<file path="config.mk">
export PLATFORM = sky130hd
export DESIGN_NAME = wgt_load_ctrl
export DESIGN_NICKNAME = d
export VERILOG_FILES = /design/src/rtl/cu_wgt_pkg.sv /design/src/rtl/wgt_sel_dec.sv /design/src/rtl/wgt_load_ctrl.sv
export SDC_FILE = /design/constraint.sdc
export NUM_CORES = 1
export LEC_CHECK = 0
export CORE_UTILIZATION = 49
export DETAILED_ROUTE_END_ITERATION = 10
export GPL_ROUTABILITY_DRIVEN = 1
export HOLD_SLACK_MARGIN = 0.03
export PLACE_DENSITY = 0.88
export SLEW_MARGIN = 20
export SYNTH_ARGS = -nofsm -noshare
export SYNTH_HDL_FRONTEND = slang
export SYNTH_SLANG_ARGS = --single-unit
</file>
<file path="constraint.sdc">
create_clock -name clk -period 3.3 [get_ports clk]
set_input_delay 0.825 -clock clk [delete_from_list [all_inputs] [get_ports clk]]
set_output_delay 0.825 -clock clk [all_outputs]
set_load 0.05 [all_outputs]
</file>
<file path="src/rtl/cu_wgt_pkg.sv">
// Shared types and defaults for the compute-unit weight loader.
// Load sequencer states, default geometry, and a saturating increment helper.
package cu_wgt_pkg;

    typedef enum logic [1:0] {
        IDLE = 2'd0,
        LOAD = 2'd1,
        HOLD = 2'd2,
        DONE = 2'd3
    } wgt_state_e;

    localparam int WGT_DW     = 8;
    localparam int WGT_NUM_PE = 9;
    localparam int WGT_KCNT_W = 8;
    localparam int STALL_W    = 16;

    function automatic logic [STALL_W-1:0] sat_inc(input logic [STALL_W-1:0] v);
        return (&v) ? v : v + STALL_W'(1);
    endfunction

endpackage

</file>
<file path="src/rtl/wgt_sel_dec.sv">
// PE select decoder: turns a PE index plus enable into a one-hot strobe vector.
module wgt_sel_dec
    import cu_wgt_pkg::*;
#(
    parameter int NUM_PE = WGT_NUM_PE,
    parameter int IDX_W  = $clog2(NUM_PE)
) (
    input  logic [IDX_W-1:0]  idx,
    input  logic              en,
    output logic [NUM_PE-1:0] sel
);

    genvar gi;
    generate
        for (gi = 0; gi < NUM_PE; gi++) begin : g_sel
            assign sel[gi] = en && (idx == IDX_W'(gi));
        end
    endgenerate

endmodule

</file>
<file path="src/rtl/wgt_load_ctrl.sv">
// Weight load sequencer for one compute unit: streams NUM_PE weights per kernel
// into the rf_wgt registers, holds while the array computes, repeats per kernel.
// Optional stall counter is built when WGT_STALL_CNT_EN is defined.
module wgt_load_ctrl
    import cu_wgt_pkg::*;
#(
    parameter int NUM_PE = WGT_NUM_PE,
    parameter int DW     = WGT_DW,
    parameter int KCNT_W = WGT_KCNT_W
) (
    input  logic                 clk,
    input  logic                 rstn,
    input  logic                 start,
    input  logic [KCNT_W-1:0]    cfg_num_kern,
    input  logic                 wgt_in_valid,
    output logic                 wgt_in_ready,
    input  logic signed [DW-1:0] wgt_in,
    output logic signed [DW-1:0] wgt_out,
    output logic [NUM_PE-1:0]    wgt_read,
    input  logic                 comp_done,
    output logic                 wgt_loaded,
    output logic                 busy,
    output logic                 done
`ifdef WGT_STALL_CNT_EN
    ,
    output logic [STALL_W-1:0]   stall_cnt
`endif
);

    localparam int IDX_W = $clog2(NUM_PE);

    wgt_state_e            state_reg, state_next;
    logic [IDX_W-1:0]      pe_idx_reg;
    logic [KCNT_W-1:0]     kern_cnt_reg;
    logic [KCNT_W-1:0]     num_kern_reg;
    logic signed [DW-1:0]  wgt_out_reg;
    logic [NUM_PE-1:0]     wgt_read_reg;
    logic                  wgt_loaded_reg;
    logic                  done_reg;
    logic                  hs;
    logic                  last_pe;
    logic                  last_kern;
    logic [NUM_PE-1:0]     sel_vec;

    assign last_pe   = (pe_idx_reg == IDX_W'(NUM_PE - 1));
    assign last_kern = (kern_cnt_reg == num_kern_reg - KCNT_W'(1));

    always_ff @(posedge clk) begin
        if (!rstn) begin
            state_reg <= IDLE;
        end else begin
            state_reg <= state_next;
        end
    end

    always_comb begin
        state_next = state_reg;
        case (state_reg)
            IDLE: if (start) state_next = (cfg_num_kern == '0) ? DONE : LOAD;
            LOAD: if (hs && last_pe) state_next = HOLD;
            HOLD: if (comp_done) state_next = last_kern ? DONE : LOAD;
            DONE: state_next = IDLE;
            default: state_next = IDLE;
        endcase
    end

    always_comb begin
        wgt_in_ready = (state_reg == LOAD);
        busy         = (state_reg != IDLE);
        hs           = wgt_in_valid && (state_reg == LOAD);
    end

    wgt_sel_dec #(
        .NUM_PE (NUM_PE),
        .IDX_W  (IDX_W)
    ) u_sel_dec (
        .idx (pe_idx_reg),
        .en  (hs),
        .sel (sel_vec)
    );

    // Strobe and weight are registered so rf_wgt captures on the edge after.
    always_ff @(posedge clk) begin
        if (!rstn) begin
            pe_idx_reg     <= '0;
            kern_cnt_reg   <= '0;
            num_kern_reg   <= '0;
            wgt_out_reg    <= '0;
            wgt_read_reg   <= '0;
            wgt_loaded_reg <= 1'b0;
            done_reg       <= 1'b0;
        end else begin
            if (state_reg == IDLE && start) begin
                num_kern_reg <= cfg_num_kern;
            end
            if (hs) begin
                pe_idx_reg  <= last_pe ? '0 : pe_idx_reg + IDX_W'(1);
                wgt_out_reg <= wgt_in;
            end
            if (state_reg == HOLD && comp_done && !last_kern) begin
                kern_cnt_reg <= kern_cnt_reg + KCNT_W'(1);
            end else if (state_reg == DONE) begin
                kern_cnt_reg <= '0;
            end
            wgt_read_reg   <= sel_vec;
            // Loaded only once the final strobe has been visible for a cycle.
            wgt_loaded_reg <= (state_reg == HOLD) && (state_next == HOLD);
            done_reg       <= (state_reg == DONE);
        end
    end

    assign wgt_out    = wgt_out_reg;
    assign wgt_read   = wgt_read_reg;
    assign wgt_loaded = wgt_loaded_reg;
    assign done       = done_reg;

`ifdef WGT_STALL_CNT_EN
    logic [STALL_W-1:0] stall_cnt_reg;

    always_ff @(posedge clk) begin
        if (!rstn) begin
            stall_cnt_reg <= '0;
        end else if (state_reg == IDLE && start) begin
            stall_cnt_reg <= '0;
        end else if (state_reg == LOAD && !wgt_in_valid) begin
            stall_cnt_reg <= sat_inc(stall_cnt_reg);
        end
    end

    assign stall_cnt = stall_cnt_reg;
`endif

endmodule

</file>
# Word level (Yosys, flattened, before mapping)
# Index checks and enable logic that the tools add are counted.
# word_totals
reg_bits	41
latch_bits	0
ramBits	0
rom_bits	0
input_bits	21
output_inout_bits	21
mem_count	0
# op_classes
addsub	3
mul	0
div_mod_pow	0
order_cmp	0
n_eq_ne	13
shift	0
muxes	9
bitwise_logic	0
reduce_logical	20
# ops
operator	count
4-bit by 3-bit equality test with 1-bit output (second input constant)	4
8-bit two-way mux	2
1-bit logical AND	14
2-bit two-way mux	5
8-bit by 1-bit adder with 8-bit output (second input constant)	1
4-bit by 2-bit equality test with 1-bit output (second input constant)	2
8-bit equality test	1
8-bit zero test	1
2-bit one-hot mux with 4 select lines	1
8-bit by 1-bit subtractor with 8-bit output (second input constant)	1
2-bit equality test (second input constant)	3
4-bit by 1-bit adder with 4-bit output (second input constant)	1
4-bit by 1-bit equality test with 1-bit output (second input constant)	1
4-bit equality test (second input constant)	1
4-bit zero test	1
4-bit two-way mux	1
2-bit nonzero test	2
2-bit by 1-bit equality test with 1-bit output (second input constant)	1
2-bit zero test	1
1-bit zero test	1

# Depth between registers and ports, before layout
# depth
depth_word	7
mapped_depth	8

# By module
# A second synthesis with hierarchy kept.
# unflattened
hier_cells	223
hier_area_um2	1965.6
# by_module_without_submodules
module	instances	cells_per_inst	area_each_um2
wgt_load_ctrl	1	208	1883.1
wgt_sel_dec	1	15	82.6

# Least setup slack after synthesis
# Ideal clock, no wire load.
# synth_timing
kind	flip-flop to flip-flop
start	register num_kern_reg[0]
end	register kern_cnt_reg[2]
arrival_ps	2151
slack_ps	1027
stages_incl_launch_ff	7
period_less_slack_ps	2273
cell_sequence	dfxtp_1 -> or4_4 -> and4bb_1 -> a311oi_2 -> a2111oi_4 -> nor2_2 -> a221o_1
# synth_via
elab_chain_cells	5
word_cells_on_any_way	6
classes_between	1 x add/sub; 1 x eq/ne; 1 x mux; 3 x reduce/logical
# synth_lines
element	line	rtl
start: declaration	wgt_load_ctrl.sv:35	logic [KCNT_W-1:0] num_kern_reg;
start signal: assignment	wgt_load_ctrl.sv:94	num_kern_reg <= cfg_num_kern;
8-bit by 1-bit subtractor with 8-bit output (*)	wgt_load_ctrl.sv:46	assign last_kern = (kern_cnt_reg == num_kern_reg - KCNT_W'(1));
8-bit equality test (*)	wgt_load_ctrl.sv:46	
1-bit zero test (*)	wgt_load_ctrl.sv:100	if (state_reg == HOLD && comp_done && !last_kern) begin
1-bit logical AND (*)	wgt_load_ctrl.sv:100	
8-bit two-way mux / 2-bit nonzero test (equally long branches)	-	
end signal: assignment	wgt_load_ctrl.sv:101	kern_cnt_reg <= kern_cnt_reg + KCNT_W'(1);
end: declaration	wgt_load_ctrl.sv:34	logic [KCNT_W-1:0] kern_cnt_reg;
# Every way passes the cells marked *; elsewhere a longest branch is shown, timed or not.
# A chain may end at the register's enable or synchronous reset.

# Final worst setup path
# layout_timing
start	register state_reg[0]
end	output port wgt_in_ready
# layout_via
elab_chain_cells	1
# layout_lines
element	line	rtl
start: declaration	wgt_load_ctrl.sv:32	wgt_state_e state_reg, state_next;
start signal: assignment	wgt_load_ctrl.sv:52	state_reg <= state_next;
2-bit by 1-bit equality test with 1-bit output	wgt_load_ctrl.sv:68	wgt_in_ready = (state_reg == LOAD);
end: declaration	wgt_load_ctrl.sv:16	output logic wgt_in_ready,
# Every way passes these cells.

==> reports/results.tsv <==
stage	metric	value	unit
min_path	Worst Hold End	wgt_out[7]	
cts	CTS tree	built	
grt	all-layer global routing usage	0.1950	
cts	# Post-CTS Setup Buffers	0	
logic_synthesis	post-synthesis sequential area ratio	0.4418	
timing	Final Critical Period	2.663	ns
worst_setup_path	WS Path Type	reg2out	
die	# IOs	42	
grt	vias in the first global route	1388	
worst_setup_path	CP required	2.47	ns
placed_design	buffers added on ports	41	
timing	setup TNS	0	ns
min_path	Worst Min Path Start	wgt_out[7]	
logic_synthesis	Syn Area/Cell	8.642	µm²
worst_setup_path	worst path arrival time	1.84	ns
routing	Total Wirelength	3548	µm
timing	Setup Skew	0.004822	ns
outcome	status	finished clean	
power_and_ir_drop	P_sw	0.2875	mW
logic_synthesis	number of flops mapped to enable cells by yosys	0	
grt	GR Util met3	0.04529	
die	core area	3661	µm²
worst_setup_path	largest fanout on the critical path	9	
die	chip width	63.58	µm
die	initial core utilization	0.5075	
logic_synthesis	ys async rst share	0	
cts	CTS sink cnt	41	
cts	hold bufs inserted after CTS	0	
cts	Reg clk slew, reported paths	0.08	ns
timing	Pins Over Slew Limit	0	
timing	fmax	375.5	MHz
logic_synthesis	Post-Syn Instances	215	
routing	detailed-route wire length per cell	11.71	µm
cts	worst-skew pair later-pin latency	0.29	ns
job	max cap viols	0	
final_layout	footprint of the multi-input gates	980.9	µm²
grt	initial antenna violation count	0	
final_layout	Final nets	281	
final_layout	# diodes	0	
logic_synthesis	Yosys reg bits	41	
min_path	hold depth	2	
routing	DR vias/cell	5.191	
timing	unrepaired setup endpoints after global routing	no	
die	die area	4042	µm²
final_layout	FILL cells	297	
grt	first-pass GRT wire length	6072	µm
worst_setup_path	r2r setup slk	0.81	ns
final_layout	max reg flops	9	
logic_synthesis	most common flop cell mapped by yosys	dfxtp_1	
grt	GRT busiest layer	met2	
logic_synthesis	Cell Area, Synth	1858	µm²
grt	largest net degree at the start of global routing	20	
cts	Max clock buf depth	2	
min_path	HP Class	reg2reg	
logic_synthesis	top-area cell type share of the netlist area	0.4418	
power_and_ir_drop	Leakage	0.8613	nW
final_layout	layout cells sized above 1	0.07451	
cts	TritonCTS Buffers	5	
timing	Rel. slew slack	0.6605	
grt	grt met1 use	0.2489	
routing	drt first pass iters	6	
logic_synthesis	Post-synth top cells	nand2_1, dfxtp_1, nor2_1, a21oi_1, clkbuf_1	
routing	DR vias	1573	
routing	drc violations	0	
power_and_ir_drop	maximum VDD drop	0.0003332	V
power_and_ir_drop	Combinational Power Share	0.179	
timing	endpoints failing setup	0	
final_layout	area delta synth->final	28.22	%
power_and_ir_drop	Flop pwr share	0.516	
power_and_ir_drop	P_int	0.7408	mW
logic_synthesis	post-synth top area cell	dfxtp_1	
logic_synthesis	Net Count, Synth	242	
grt	met2 GRT Util	0.3032	
placed_design	DP HPWL	2702	µm
die	Die Ht	63.58	µm
cts	Resize count post-CTS	0	
cts	clock root buffer	clkbuf_8	
routing	initial DRC count	54	
timing	final worst path period share	0.8071	
die	FP Rows	22	
cts	H-tree levels	2	
power_and_ir_drop	Pwr per Cell Area	431.6	nW/µm²
timing	Worst Max-Slew Pin Slew	0.5077	ns
logic_synthesis	post-synthesis cell type count	37	
worst_setup_path	worst r2r src	num_kern_reg[0]	
routing	Post-DRT Antenna Nets	0	
power_and_ir_drop	Sw Share	0.2796	
logic_synthesis	synth top area cells	dfxtp_1, nand2_1, a21oi_1	
placed_design	RePlAce Congestion	0.7973	
power_and_ir_drop	clock share of power	0.304	
final_layout	Seq. cell area	820.8	µm²
final_layout	final core occ	0.6507	
logic_synthesis	count leader, synth	nand2_1	
worst_setup_path	CP endpoint kind	output pin	
logic_synthesis	YS warnings	0	
timing	final hold viol count	0	
grt	total grt overflow	0	
worst_setup_path	crit path launch type	flop	
worst_setup_path	Worst R2R Path Depth	6	
worst_setup_path	Worst R2R End	kern_cnt_reg[4]	
[layer usage]
metal | vias to the layer above | share of wire
met4 | 0 | 0.015
met1 | 708 | 0.49
met2 | 37 | 0.45
li1 | 822 | -
met3 | 6 | 0.042
met5 | - | 0
[stage by stage]
stage,setup WS (ns),hold slack [ns],area (µm²),power (mW),std cells
CTS,0.6163,0.4574,2382,1.035,303
floorplan,1.027,0.4488,1858,0.6655,215
global route,0.5256,0.4737,2382,1.076,303
finish,0.6366,0.4584,2382,1.028,303
global placement,0.8553,0.4422,2295,0.7224,295
detailed placement,0.8248,0.4463,2295,0.7263,295
[logic make-up after synthesis]
group	after synthesis	synth area share
buffers and inverters	15	0.03030
muxes	1	0.006060
adders and majority gates	6	0.04040
DFF	41	0.4418
xor gates and xnor gates	15	0.07071
AOI/OAI and AO/OA	35	0.1495
and+or+nand+nor	102	0.2613
[layout by cell type (no fill, tap or decap), types with 2 or more instances in the layout]
| cell type | synthesis | layout |
|---|---|---|
| nand4b_1 | 2 | 2 |
| dfxtp_1 | 41 | 41 |
| nor2b_1 | 3 | 3 |
| clkbuf_8 | 0 | 5 |
| a21oi_1 | 17 | 17 |
| nand3_1 | 4 | 4 |
| ha_1 | 6 | 6 |
| clkdlybuf4s50_1 | 0 | 41 |
| xor2_1 | 7 | 7 |
| clkinvlp_4 | 0 | 2 |
| and2_1 | 5 | 5 |
| nand2_1 | 49 | 49 |
| nor2_1 | 18 | 18 |
| a221o_1 | 3 | 3 |
| a22o_2 | 4 | 4 |
| inv_1 | 5 | 5 |
| nor3_1 | 4 | 4 |
| nor4_1 | 7 | 7 |
| xnor2_1 | 8 | 8 |
| o21ai_0 | 2 | 2 |
| a32oi_1 | 2 | 2 |
| and3_1 | 2 | 2 |
[power by group through the flow]
stage	Combinational (mW)	Clock, mW	Sequential (mW)
CTS	0.185	0.319	0.530
global route	0.202	0.340	0.533
global placement	0.182	0	0.541
floorplan	0.109	0	0.557
detailed placement	0.185	0	0.542
finish	0.184	0.313	0.531
[area by class of cell]
class | count | area share
multi-input combinational | 159 | 0.4118
clock inverter | 2 | 0.006303
timing repair buffer | 41 | 0.1723
clock buffer | 6 | 0.03046
tap | 48 | 0.02521
inverter | 6 | 0.009454
sequential | 41 | 0.3445
[worst max-delay path, cell delays in order (launching register included)]
cell             delay (ns)
dfxtp_1                0.45
nor2b_1                0.26
clkdlybuf4s50_1        0.84
[worst max-delay path by stage]
stage	slack (ns)	startpoint	endpoint	cells past startpoint
2_1_floorplan	1.03	num_kern_reg[0]	kern_cnt_reg[2]	6
3_3_place_gp	0.86	wgt_in_valid	state_reg[0]	6
3_5_place_dp	0.82	rstn	state_reg[1]	3
4_1_cts	0.62	state_reg[0]	wgt_in_ready	2
5_1_grt	0.53	state_reg[0]	wgt_in_ready	2
6_report	0.64	state_reg[0]	wgt_in_ready	2
(Power assumes the default switching activity.)
